==> src/rtl/hazard_ctrl.sv <==
// Hazard and sequencing controller for the 5-stage RV32 pipeline.
// Optional perf counters: define HAZARD_PERF_CNT_EN.
module hazard_ctrl #(
  parameter int REG_ADDR_W = 5,
  parameter int MC_CNT_W   = 6
) (
  input  logic                  clk,
  input  logic                  rst,
  input  logic [REG_ADDR_W-1:0] ifid_rs1,
  input  logic [REG_ADDR_W-1:0] ifid_rs2,
  input  logic                  ifid_use_rs1,
  input  logic                  ifid_use_rs2,
  input  logic                  idex_mem_read,
  input  logic [REG_ADDR_W-1:0] idex_rd,
  input  logic                  ex_redirect,
  input  logic                  ex_mc_start,
  input  logic [MC_CNT_W-1:0]   ex_mc_cycles,
  input  logic                  mem_busy,
  output logic                  pc_write,
  output logic                  ifid_write,
  output logic                  if_flush,
  output logic                  stall,
  output logic                  id_flush,
  output logic                  idex_write,
  output logic                  exmem_write,
  output logic                  exmem_bubble
`ifdef HAZARD_PERF_CNT_EN
  ,
  output logic [31:0]           perf_stall_cnt,
  output logic [31:0]           perf_flush_cnt
`endif
);

  typedef enum logic [1:0] {
    S_RUN,
    S_MC,
    S_MW
  } state_t;

  state_t              r_state;
  state_t              w_state_nx;
  state_t              w_eff;
  logic [MC_CNT_W-1:0] r_cnt;
  logic [MC_CNT_W-1:0] w_cnt_nx;
  logic                r_ret;
  logic                w_ret_nx;
  logic                w_lu;
  logic                w_rs1_hit;
  logic                w_rs2_hit;

  assign w_rs1_hit = ifid_use_rs1 && (ifid_rs1 == idex_rd);
  assign w_rs2_hit = ifid_use_rs2 && (ifid_rs2 == idex_rd);
  assign w_lu = idex_mem_read && (idex_rd != '0)
             && (w_rs1_hit || w_rs2_hit);

  // Leaving MEM_WAIT behaves as the state it returns to, same cycle.
  always_comb begin
    w_eff = r_state;
    if (r_state == S_MW && !mem_busy)
      w_eff = r_ret ? S_MC : S_RUN;
  end

  always_comb begin
    pc_write     = 1'b1;
    ifid_write   = 1'b1;
    idex_write   = 1'b1;
    exmem_write  = 1'b1;
    if_flush     = 1'b0;
    stall        = 1'b0;
    id_flush     = 1'b0;
    exmem_bubble = 1'b0;
    w_state_nx   = w_eff;
    w_cnt_nx     = r_cnt;
    w_ret_nx     = r_ret;
    if (rst) begin
      pc_write     = 1'b0;
      ifid_write   = 1'b0;
      if_flush     = 1'b1;
      id_flush     = 1'b1;
      exmem_bubble = 1'b1;
      w_state_nx   = S_RUN;
      w_cnt_nx     = '0;
      w_ret_nx     = 1'b0;
    end else begin
      unique case (w_eff)
        S_RUN: begin
          if (mem_busy) begin
            pc_write    = 1'b0;
            ifid_write  = 1'b0;
            idex_write  = 1'b0;
            exmem_write = 1'b0;
            w_state_nx  = S_MW;
            w_ret_nx    = 1'b0;
          end else if (ex_redirect) begin
            if_flush = 1'b1;
            id_flush = 1'b1;
          end else if (ex_mc_start
                       && ex_mc_cycles >= MC_CNT_W'(2)) begin
            pc_write     = 1'b0;
            ifid_write   = 1'b0;
            idex_write   = 1'b0;
            exmem_bubble = 1'b1;
            w_cnt_nx     = ex_mc_cycles - MC_CNT_W'(1);
            w_state_nx   = S_MC;
          end else if (w_lu) begin
            stall      = 1'b1;
            pc_write   = 1'b0;
            ifid_write = 1'b0;
          end
        end
        S_MC: begin
          if (mem_busy) begin
            pc_write    = 1'b0;
            ifid_write  = 1'b0;
            idex_write  = 1'b0;
            exmem_write = 1'b0;
            w_state_nx  = S_MW;
            w_ret_nx    = 1'b1;
          end else begin
            pc_write   = 1'b0;
            ifid_write = 1'b0;
            idex_write = 1'b0;
            w_cnt_nx   = r_cnt - MC_CNT_W'(1);
            if (r_cnt == MC_CNT_W'(1)) begin
              w_state_nx = S_RUN;
            end else begin
              exmem_bubble = 1'b1;
            end
          end
        end
        S_MW: begin
          pc_write    = 1'b0;
          ifid_write  = 1'b0;
          idex_write  = 1'b0;
          exmem_write = 1'b0;
        end
        default: begin
          w_state_nx = S_RUN;
        end
      endcase
    end
  end

  always_ff @(posedge clk) begin
    if (rst) begin
      r_state <= S_RUN;
      r_cnt   <= '0;
      r_ret   <= 1'b0;
    end else begin
      r_state <= w_state_nx;
      r_cnt   <= w_cnt_nx;
      r_ret   <= w_ret_nx;
    end
  end

`ifdef HAZARD_PERF_CNT_EN
  logic [31:0] r_stall_cnt;
  logic [31:0] r_flush_cnt;

  always_ff @(posedge clk) begin
    if (rst) begin
      r_stall_cnt <= '0;
      r_flush_cnt <= '0;
    end else begin
      if (!pc_write && r_stall_cnt != '1)
        r_stall_cnt <= r_stall_cnt + 32'd1;
      if (if_flush && r_flush_cnt != '1)
        r_flush_cnt <= r_flush_cnt + 32'd1;
    end
  end

  assign perf_stall_cnt = r_stall_cnt;
  assign perf_flush_cnt = r_flush_cnt;
`endif

endmodule
==> config.mk <==
export PLATFORM = sky130hd
export DESIGN_NAME = hazard_ctrl
export DESIGN_NICKNAME = d
export VERILOG_FILES = /design/src/rtl/hazard_ctrl.sv
export SDC_FILE = /design/constraint.sdc
export NUM_CORES = 1
export LEC_CHECK = 0
export CAP_MARGIN = 0
export CORE_UTILIZATION = 45
export CTS_CLUSTER_DIAMETER = 40
export DETAILED_ROUTE_END_ITERATION = 8
export PLACE_DENSITY = 0.76
export SLEW_MARGIN = 30
export SYNTH_ARGS = -nofsm -noshare
export SYNTH_HDL_FRONTEND = slang
export SYNTH_SLANG_ARGS = --single-unit
==> constraint.sdc <==
create_clock -name clk -period 2.9 [get_ports clk]
set_input_delay 0.58 -clock clk [delete_from_list [all_inputs] [get_ports clk]]
set_output_delay 0.58 -clock clk [all_outputs]
set_load 0.02 [all_outputs]
* Word-level counts from Yosys, hierarchy flattened
Cells that the tools add are included.
** Cells by class
- Add/subtract/negate cells :: 2
- Order comparisons :: 1
- Equal/unequal tests :: 12
- Multiplexer cells :: 47
- Reduce and logical (&&, ||, !) cells :: 15
** Operator list (number)
- $mux W1 :: 30
- $mux W6 :: 4
- $mux W2 :: 6
- $ne A2 B2 Y1 const B :: 6
- $pmux W6 S2 :: 1
- $sub A6 B1 Y6 const B :: 2
- $eq A5 B5 Y1 :: 2
- $pmux W1 S2 :: 5
- $eq A6 B1 Y1 const B :: 1
- $ge A6 B2 Y1 const B :: 1
- $logic_and A1 B1 Y1 :: 6
- $pmux W2 S3 :: 1
- $reduce_and A5 Y1 :: 1
- $reduce_bool A5 Y1 :: 1
- $eq A2 B2 Y1 const B :: 2
- $reduce_or A2 Y1 :: 2
- $reduce_and A3 Y1 :: 1
- $eq A2 B1 Y1 const B :: 1
- $logic_not A2 Y1 :: 1
- $reduce_bool A2 Y1 :: 1
- $logic_not A1 Y1 :: 1
- $logic_or A1 B1 Y1 :: 1
** Word-level totals
- Bits in registers :: 9
- Input port bits :: 29
- Output and inout port bits :: 8
- Logic and storage cells :: 80

* Longest topological paths before layout
Gate-level depths: netlist of the first run.
- Depth after elaboration :: 10
- Mapped depth :: 9
- Gate-level depth less buffers :: 8

* Least setup slack after synthesis of the first run
OpenSTA, ideal clock, no wires.
- Path kind :: input to output
- From :: in mem_busy
- To :: out pc_write
- Arrival :: 2532 ps
- Required time :: 2320 ps
- Path slack :: -212 ps
- Stages :: 7
- Buffers on the path :: 2
- Path through :: o21ai_0 > ha_1 > clkbuf_1 > nor2b_1 > a21oi_1 > a211oi_1 > buf_4
** On the way
- Word-level cells in the longest chain between the ends :: 7
- Elaborated cells on any way between the ends :: 10
- Those cells by class :: eq/ne (2); mux (4); reduce/logical (4)
** RTL lines
- start, declared :: line 18 : input logic mem_busy,
- $logic_not A1 Y1 :: line 59 : if (r_state == S_MW && !mem_busy)
- $logic_and A1 B1 Y1 :: line 59
- $mux W2 :: line 59
- $eq A2 B1 Y1 / $eq A2 B2 Y1 (equally long branches)
- $reduce_or A2 Y1 (no source line)
- $pmux W1 S2 *
- $mux W1 *
- end, declared :: line 19 : output logic pc_write,
Every way passes the cells marked *; elsewhere a longest branch is shown, timed or not.

* Worst setup path in the final report of the first run
- From :: in ex_mc_cycles[4]
- To :: out exmem_bubble
** On the way
- Word-level cells in the longest chain between the ends :: 7
** RTL lines
- start, declared :: line 17 : input logic [MC_CNT_W-1:0] ex_mc_cycles,
- $ge A6 B2 Y1 :: line 98 : && ex_mc_cycles >= MC_CNT_W'(2)) begin
- $logic_and A1 B1 Y1 :: line 98
- $mux W1 :: line 97 : end else if (ex_mc_start
- $mux W1 :: line 94 : end else if (ex_redirect) begin
- $mux W1 :: line 87 : if (mem_busy) begin
- $pmux W1 S2 :: line 85 : unique case (w_eff)
- $mux W1 :: line 75 : if (rst) begin
- end, declared :: line 26 : output logic exmem_bubble
Every way passes these cells.

==> flow_summary_export.csv, run 1 <==
group,metric,value,unit
placement,place_congestion,0.830,
synth,ys_warn_count,0,
power_and_ir_drop,leakage,0.706,nW
worst_setup_path,required,2.32,ns
synth,synth.avg_cell_area,8.24,um^2
synth,yosys.area.top_type_share,16.7,%
timing,clock.fmax,0.354,GHz
timing,tightest_slew,0.484,ns
min_path,hold_start,"r_ret",
drt,ant_nets,0,
global_routing,grt_pass1_wl,5430,um
finish,final_layout_size_suffix_gt1_share,30.5,%
finish,area_delta_synth_final,60.1,%
worst_setup_path,end_kind,"output pin",
power_and_ir_drop,finalPower,459,uW
power_and_ir_drop,power_density,265,nW/um^2
cts,cts_htree_levels,1,
finish,fin_util,77.4,%
global_routing,antenna_found_initial,0,
drt,vias,1256,
timing,fin_crit,2.83,ns
synth,yosys-top-cells-count,"xnor2_1 (12), nand2_1 (11), inv_1 (10)",
synth,ys_seq_area_share,16.7,%
cts,cts_tree,"built",
power_and_ir_drop,irDropWorstVdd,0.000281,V
floorplanning,initial_core_util,48.3,%
cts,clk_pin_slew,0.06,ns
worst_setup_path,cp-start-kind,"input pin",
synth,synth_nets,168,
worst_setup_path,crit_arrival,2.25,ns
floorplanning,row_count,17,
finish,fin_nets,235,
job,cap_violations,0,
drt,first_iter_violations,21,
global_routing,overflow,0,
cts,insertion_delay,0.26,ns
worst_setup_path,r2r-start,"r_state[1]",
placement,dpl-instance-area,1670,um^2
synth,ys_types,50,
synth,synthArstFlopShare,0,%
placement,hpwl,2640,um
drt,drcViolationCount,0,
timing,hold_ws,0.504,ns
cts,ctsRootBufferMaster,"clkbuf_4",
drt,wirelength,3300,um
cts,numClockSinks,9,
timing,setup_violations,0,
worst_setup_path,crit_family,"buffers and inverters",
outcome,outcome,"completed",
synth,synth.area.top_cells,"dfxtp_1 (17%), xnor2_1 (9.7%), ha_1 (9.3%), nand2_1 (3.8%), inv_1 (3.5%)",
floorplanning,design.portCount,37,
finish,final_area,1730,um^2
worst_setup_path,crit_fanout,4,
timing,rsz0062_at_grt,"false",
synth,synth_area_leader_cell,"dfxtp_1",
drt,avgViaCountPerCell,5.58,
synth,synth_seq_cells,9,
timing,finClkSkew,0.0101,ns
synth,synthFlopType,"dfxtp_1",
worst_setup_path,cp_cell_sequence,"clkdlybuf4s50_1 -> or3_1 -> buf_4 -> o211a_4 -> nor2_2 -> o31ai_1 -> buf_2",
global_routing,grt_pass1_vias,1271,
global_routing,track_usage,27.8,%
floorplanning,die-area,2600,um^2
worst_setup_path,cpMaxStageDelayCell,"or3_1",
synth,synth.most_common_cell,"xnor2_1",
drt,dr.pass1.iters,4,
global_routing,grt_max_degree,11,
cts,cts_made_buffers,3,
timing,hold_viol,0,
floorplanning,design.core.area,2230,um^2
timing,relSlewSlack,67.8,%
timing,slew_violations,0,
synth,syn_inst,131,
synth,synth_area,1080,um^2
floorplanning,die_x,51.0,um
worst_setup_path,cp-startpoint,"ex_mc_cycles[4]",
timing,layout_worst_path_cycle_share,97.4,%
worst_setup_path,cp_num_buf_inv,3,
floorplanning,fp.dieH,51.0,um
finish,antenna_cells,0,
min_path,hold_class,"reg -> reg",
placement,portBuffers,36,
cts,cts_max_path_buffers,2,
drt,wl_per_cell,14.6,um
finish,nFillCells,169,
worst_setup_path,slowest_delay,0.46,ns
synth,synth_enable_flop_cells,0,
worst_setup_path,setup.worst_path.class,"in -> out",
-- layout make-up --
| type | count | area, um^2 | area share (%) |
|---|---|---|---|
| multi-input combinational | 105 | 853 | 49.3 |
| timing repair buffer | 69 | 597 | 34.5 |
| sequential | 9 | 180 | 10.4 |
| inverter | 10 | 37.5 | 2.17 |
| tap | 28 | 35.0 | 2.03 |
| clock buffer | 4 | 26.3 | 1.52 |
-- state kept, by name (all words and copies together) (netlist names) --
register  cells
r_ret         1
r_cnt         6
r_state       2
-- per-stage QoR --
step,TNS [ns],worst slack [ns],std cells
after floorplan,0,0.0237,131
after global placement,-2.68,-0.457,219
after detailed placement,-3.20,-0.583,219
after CTS,0,0.0610,225
after global routing,0,0.0248,225
final,0,0.0740,225
-- worst reg2reg max path: cells and delay by family (launching register included) --
family / cells / cell delay, ns
adders and majority gates: 1 / 0.22
buffers and inverters: 2 / 0.26
DFF: 1 / 0.36
AOI/OAI and AO/OA: 3 / 0.64
and+or+nand+nor: 3 / 0.49
-- logic make-up after synthesis --
group / Yosys count / synth area share (%)
buffers and inverters: 17 / 7.42
flip-flops: 9 / 16.7
AO/OA/AOI/OAI: 38 / 32.2
AND/OR/NAND/NOR: 45 / 22.9
multiplexers: 1 / 0.927
XOR/XNOR: 13 / 10.5
adder cells (fa/ha/maj): 8 / 9.27
-- final timing paths --
check / cells past startpoint / slack (ns) / to
setup reg to reg: 9 / 0.82 / r_cnt[4]
hold / removal: 2 / 0.50 / r_ret
setup / recovery: 7 / 0.07 / exmem_bubble
hold reg to reg: 2 / 0.50 / r_ret
-- what timing repair did --
item | CTS | global route
pin swaps | 4 | 0
resized for setup | 38 | 1
hold buffers | 0 | 0
setup buffers | 2 | 0
endpoints found under the setup margin | 7 | 1
-- layout by cell type, fill, tap and decap left out, types with 3 or more instances in the layout --
| master | instances |
|---|---|
| a21oi_1 | 6 |
| buf_4 | 35 |
| nor3_1 | 4 |
| clkdlybuf4s50_1 | 26 |
| dlygate4sd2_1 | 3 |
| dfxtp_1 | 9 |
| inv_1 | 10 |
| nor2b_1 | 3 |
| nor2_1 | 5 |
| nand2_1 | 11 |
| xnor2_1 | 12 |
| ha_1 | 7 |
| clkbuf_4 | 3 |
| a32o_1 | 3 |
-- report_power, final --
part,switching [mW],leakage [nW],internal (mW)
logic,0.102,0.617,0.123
registers,0.00655,0.0733,0.130
clock network,0.0448,0.0150,0.0530
total,0.153,0.706,0.306
-- per-layer routing --
layer / track usage [%] / share of wire (%)
met5: 0 / 0
met2: 48.9 / 51
met4: 10.2 / 0.70
met1: 32.9 / 42
met3: 5.36 / 5.7
Power figures use the tool's default switching activity.
==> run 2, diff against run 1 <==
--- a/config.mk
+++ b/config.mk
@@ -9,7 +9,7 @@
 export CORE_UTILIZATION = 45
 export CTS_CLUSTER_DIAMETER = 40
 export DETAILED_ROUTE_END_ITERATION = 8
-export PLACE_DENSITY = 0.76
+export PLACE_DENSITY = 0.9
 export SLEW_MARGIN = 30
 export SYNTH_ARGS = -nofsm -noshare
 export SYNTH_HDL_FRONTEND = slang
==> flow_summary_export.csv, run 2 (synthesis gave the netlist of run 1 again) <==
group,metric,value,unit
worst_setup_path,crit_arrival,2.25,ns
global_routing,grt_max_degree,11,
min_path,whs_path_depth,2,
worst_setup_path,cp-startpoint,"idex_rd[0]",
drt,ant_nets,0,
power_and_ir_drop,finalPower,456,uW
timing,relSlewSlack,70.0,%
timing,fin_crit,2.83,ns
power_and_ir_drop,switching_share,33.3,%
finish,final_layout_size_suffix_gt1_share,32.0,%
drt,dr.pass1.iters,4,
cts,insertion_delay,0.26,ns
placement,portBuffers,36,
worst_setup_path,cp_cell_sequence,"clkdlybuf4s50_1 -> or4_1 -> nor2_2 -> nor4b_2 -> a211oi_2 -> buf_4",
finish,largest_reg_flops,6,
finish,final_common_cell,"buf_4",
worst_setup_path,regToRegSetupSlack,0.76,ns
finish,antenna_cells,0,
timing,finalWorstSetupSlack,0.0746,ns
global_routing,grt_pass1_vias,1184,
global_routing,grt_pass1_wl,5200,um
timing,hold_viol,0,
floorplanning,die-area,2600,um^2
min_path,hold_start,"r_ret",
timing,finClkSkew,0.00682,ns
cts,clk_pin_slew,0.06,ns
timing,clock.fmax,0.354,GHz
worst_setup_path,required,2.32,ns
placement,hpwl,2610,um
cts,cts_htree_levels,1,
worst_setup_path,end_kind,"output pin",
drt,first_iter_violations,30,
timing,slew_violations,0,
job,cap_violations,0,
worst_setup_path,cp-start-kind,"input pin",
power_and_ir_drop,combPwrFrac,49.3,%
power_and_ir_drop,leakage,0.709,nW
worst_setup_path,crit_fanout,2,
worst_setup_path,slowest_delay,0.58,ns
global_routing,track_usage,26.4,%
finish,top_regs,"r_cnt: 6 flops, r_state: 2 flops, r_ret: 1 flops",
cts,cts_tree,"built",
global_routing,overflow,0,
placement,dpl-instance-area,1660,um^2
worst_setup_path,r2r-start,"r_state[1]",
timing,tightest_slew,0.450,ns
drt,drcViolationCount,0,
floorplanning,design.core.area,2230,um^2
worst_setup_path,cp_num_buf_inv,2,
finish,final_area,1720,um^2
worst_setup_path,cpMaxStageDelayCell,"or4_1",
cts,numClockSinks,9,
power_and_ir_drop,power.switching,152,uW
finish,fin_nets,232,
cts,cts_made_buffers,3,
cts,ctsRootBufferMaster,"clkbuf_4",
worst_setup_path,r2r_end,"r_cnt[4]",
outcome,outcome,"completed",
worst_setup_path,setup.worst_path.class,"in -> out",
timing,layout_worst_path_cycle_share,97.4,%
placement,place_congestion,0.822,
timing,rsz0062_at_grt,"false",
timing,setup_violations,0,
finish,mostFrequentLayoutCells,"buf_4 (32), clkdlybuf4s50_1 (26), xnor2_1 (12), nand2_1 (11)",
placement,post-place-ws,-0.557,ns
floorplanning,die_x,51.0,um
floorplanning,design.portCount,37,
power_and_ir_drop,irDropWorstVdd,0.000277,V
floorplanning,initial_core_util,48.3,%
floorplanning,row_count,17,
global_routing,antenna_found_initial,0,
min_path,whs_endpoint,"r_ret",
timing,fin_setup_tns,0,ns
finish,largest-register,"r_cnt",
worst_setup_path,rr_worst_depth,9,
power_and_ir_drop,seqPwrFrac,30.0,%
drt,wl_per_cell,15.2,um
cts,cts_max_path_buffers,2,
worst_setup_path,crit_family,"simple AND/OR/NAND/NOR gates",
drt,wirelength,3370,um
min_path,hold_class,"reg -> reg",
floorplanning,fp.dieH,51.0,um
finish,area_delta_synth_final,59.6,%
power_and_ir_drop,intPower,304,uW
drt,vias,1245,
power_and_ir_drop,power_density,264,nW/um^2
power_and_ir_drop,clock_power_share,20.8,%
drt,avgViaCountPerCell,5.61,
==> run 2: cell types whose count changed in the layout (fill, tap and decap cells not counted), sizes merged <==
cell / previous run / this run
dlymetal6s2s: 0 / 2
clkdlybuf4s15: 3 / 2
buf: 37 / 35
dlygate4sd2: 3 / 1
==> run 2: timing repair <==
| action | CTS | global route |
|---|---|---|
| resized for setup | 38 | 8 |
| hold buffers | 0 | 0 |
| buffers inserted | 1 | 0 |
| setup endpoints to repair | 7 | 7 |
| pin swaps | 3 | 2 |
| gates cloned | 0 | 0 |
==> run 2: final cells by class <==
class	count	area (um^2)
clock buffers	4	26.3
fillers	160	510
inverters	10	37.5
multi-input cells	105	866
flip-flops and latches	9	180
well taps	28	35.0
repair buffers	66	578
==> run 2: worst max path at each step <==
stage,to,depth (start not counted)
floorplan,pc_write,7
global placement,stall,8
detailed placement,ifid_write,8
CTS,ifid_write,8
global route,pc_write,6
finish,pc_write,6
==> run 2: metrics by stage <==
step / std cells / hold slack (ns) / util (%)
3_5_place_dp: 217 / 0.512 / 74.1
5_1_grt: 222 / 0.543 / 77.1
4_1_cts: 222 / 0.524 / 76.0
3_3_place_gp: 217 / 0.477 / 74.1
2_1_floorplan: 131 / 0.454 / -
6_report: 222 / 0.511 / 77.1
==> run 2: worst register-to-register path, cell delays in order (launching register included) <==
cell	delay, ns
dfxtp_1	0.36
nand2_1	0.10
o21bai_2	0.18
inv_1	0.08
ha_1	0.25
buf_4	0.18
and2b_2	0.29
nand2_1	0.12
a22o_1	0.26
a32o_1	0.21
==> run 2: power by group through the flow <==
| stage | combinational (mW) | clock (mW) | sequential [mW] |
|---|---|---|---|
| floorplan | 0.112 | 0 | 0.137 |
| global placement | 0.210 | 0 | 0.138 |
| detailed placement | 0.218 | 0 | 0.139 |
| CTS | 0.219 | 0.0976 | 0.136 |
| global route | 0.239 | 0.0994 | 0.137 |
| finish | 0.224 | 0.0946 | 0.137 |
==> run 2: metal layers <==
layer	part of all wire [%]	wire [um]	up-vias	global-route usage, %
met3	4.8	161	8	2.68
met4	1.9	63	0	15.7
met1	42	1420	570	31.7
met5	0	0	-	0
li1	-	-	619	-
met2	51	1720	48	44.7
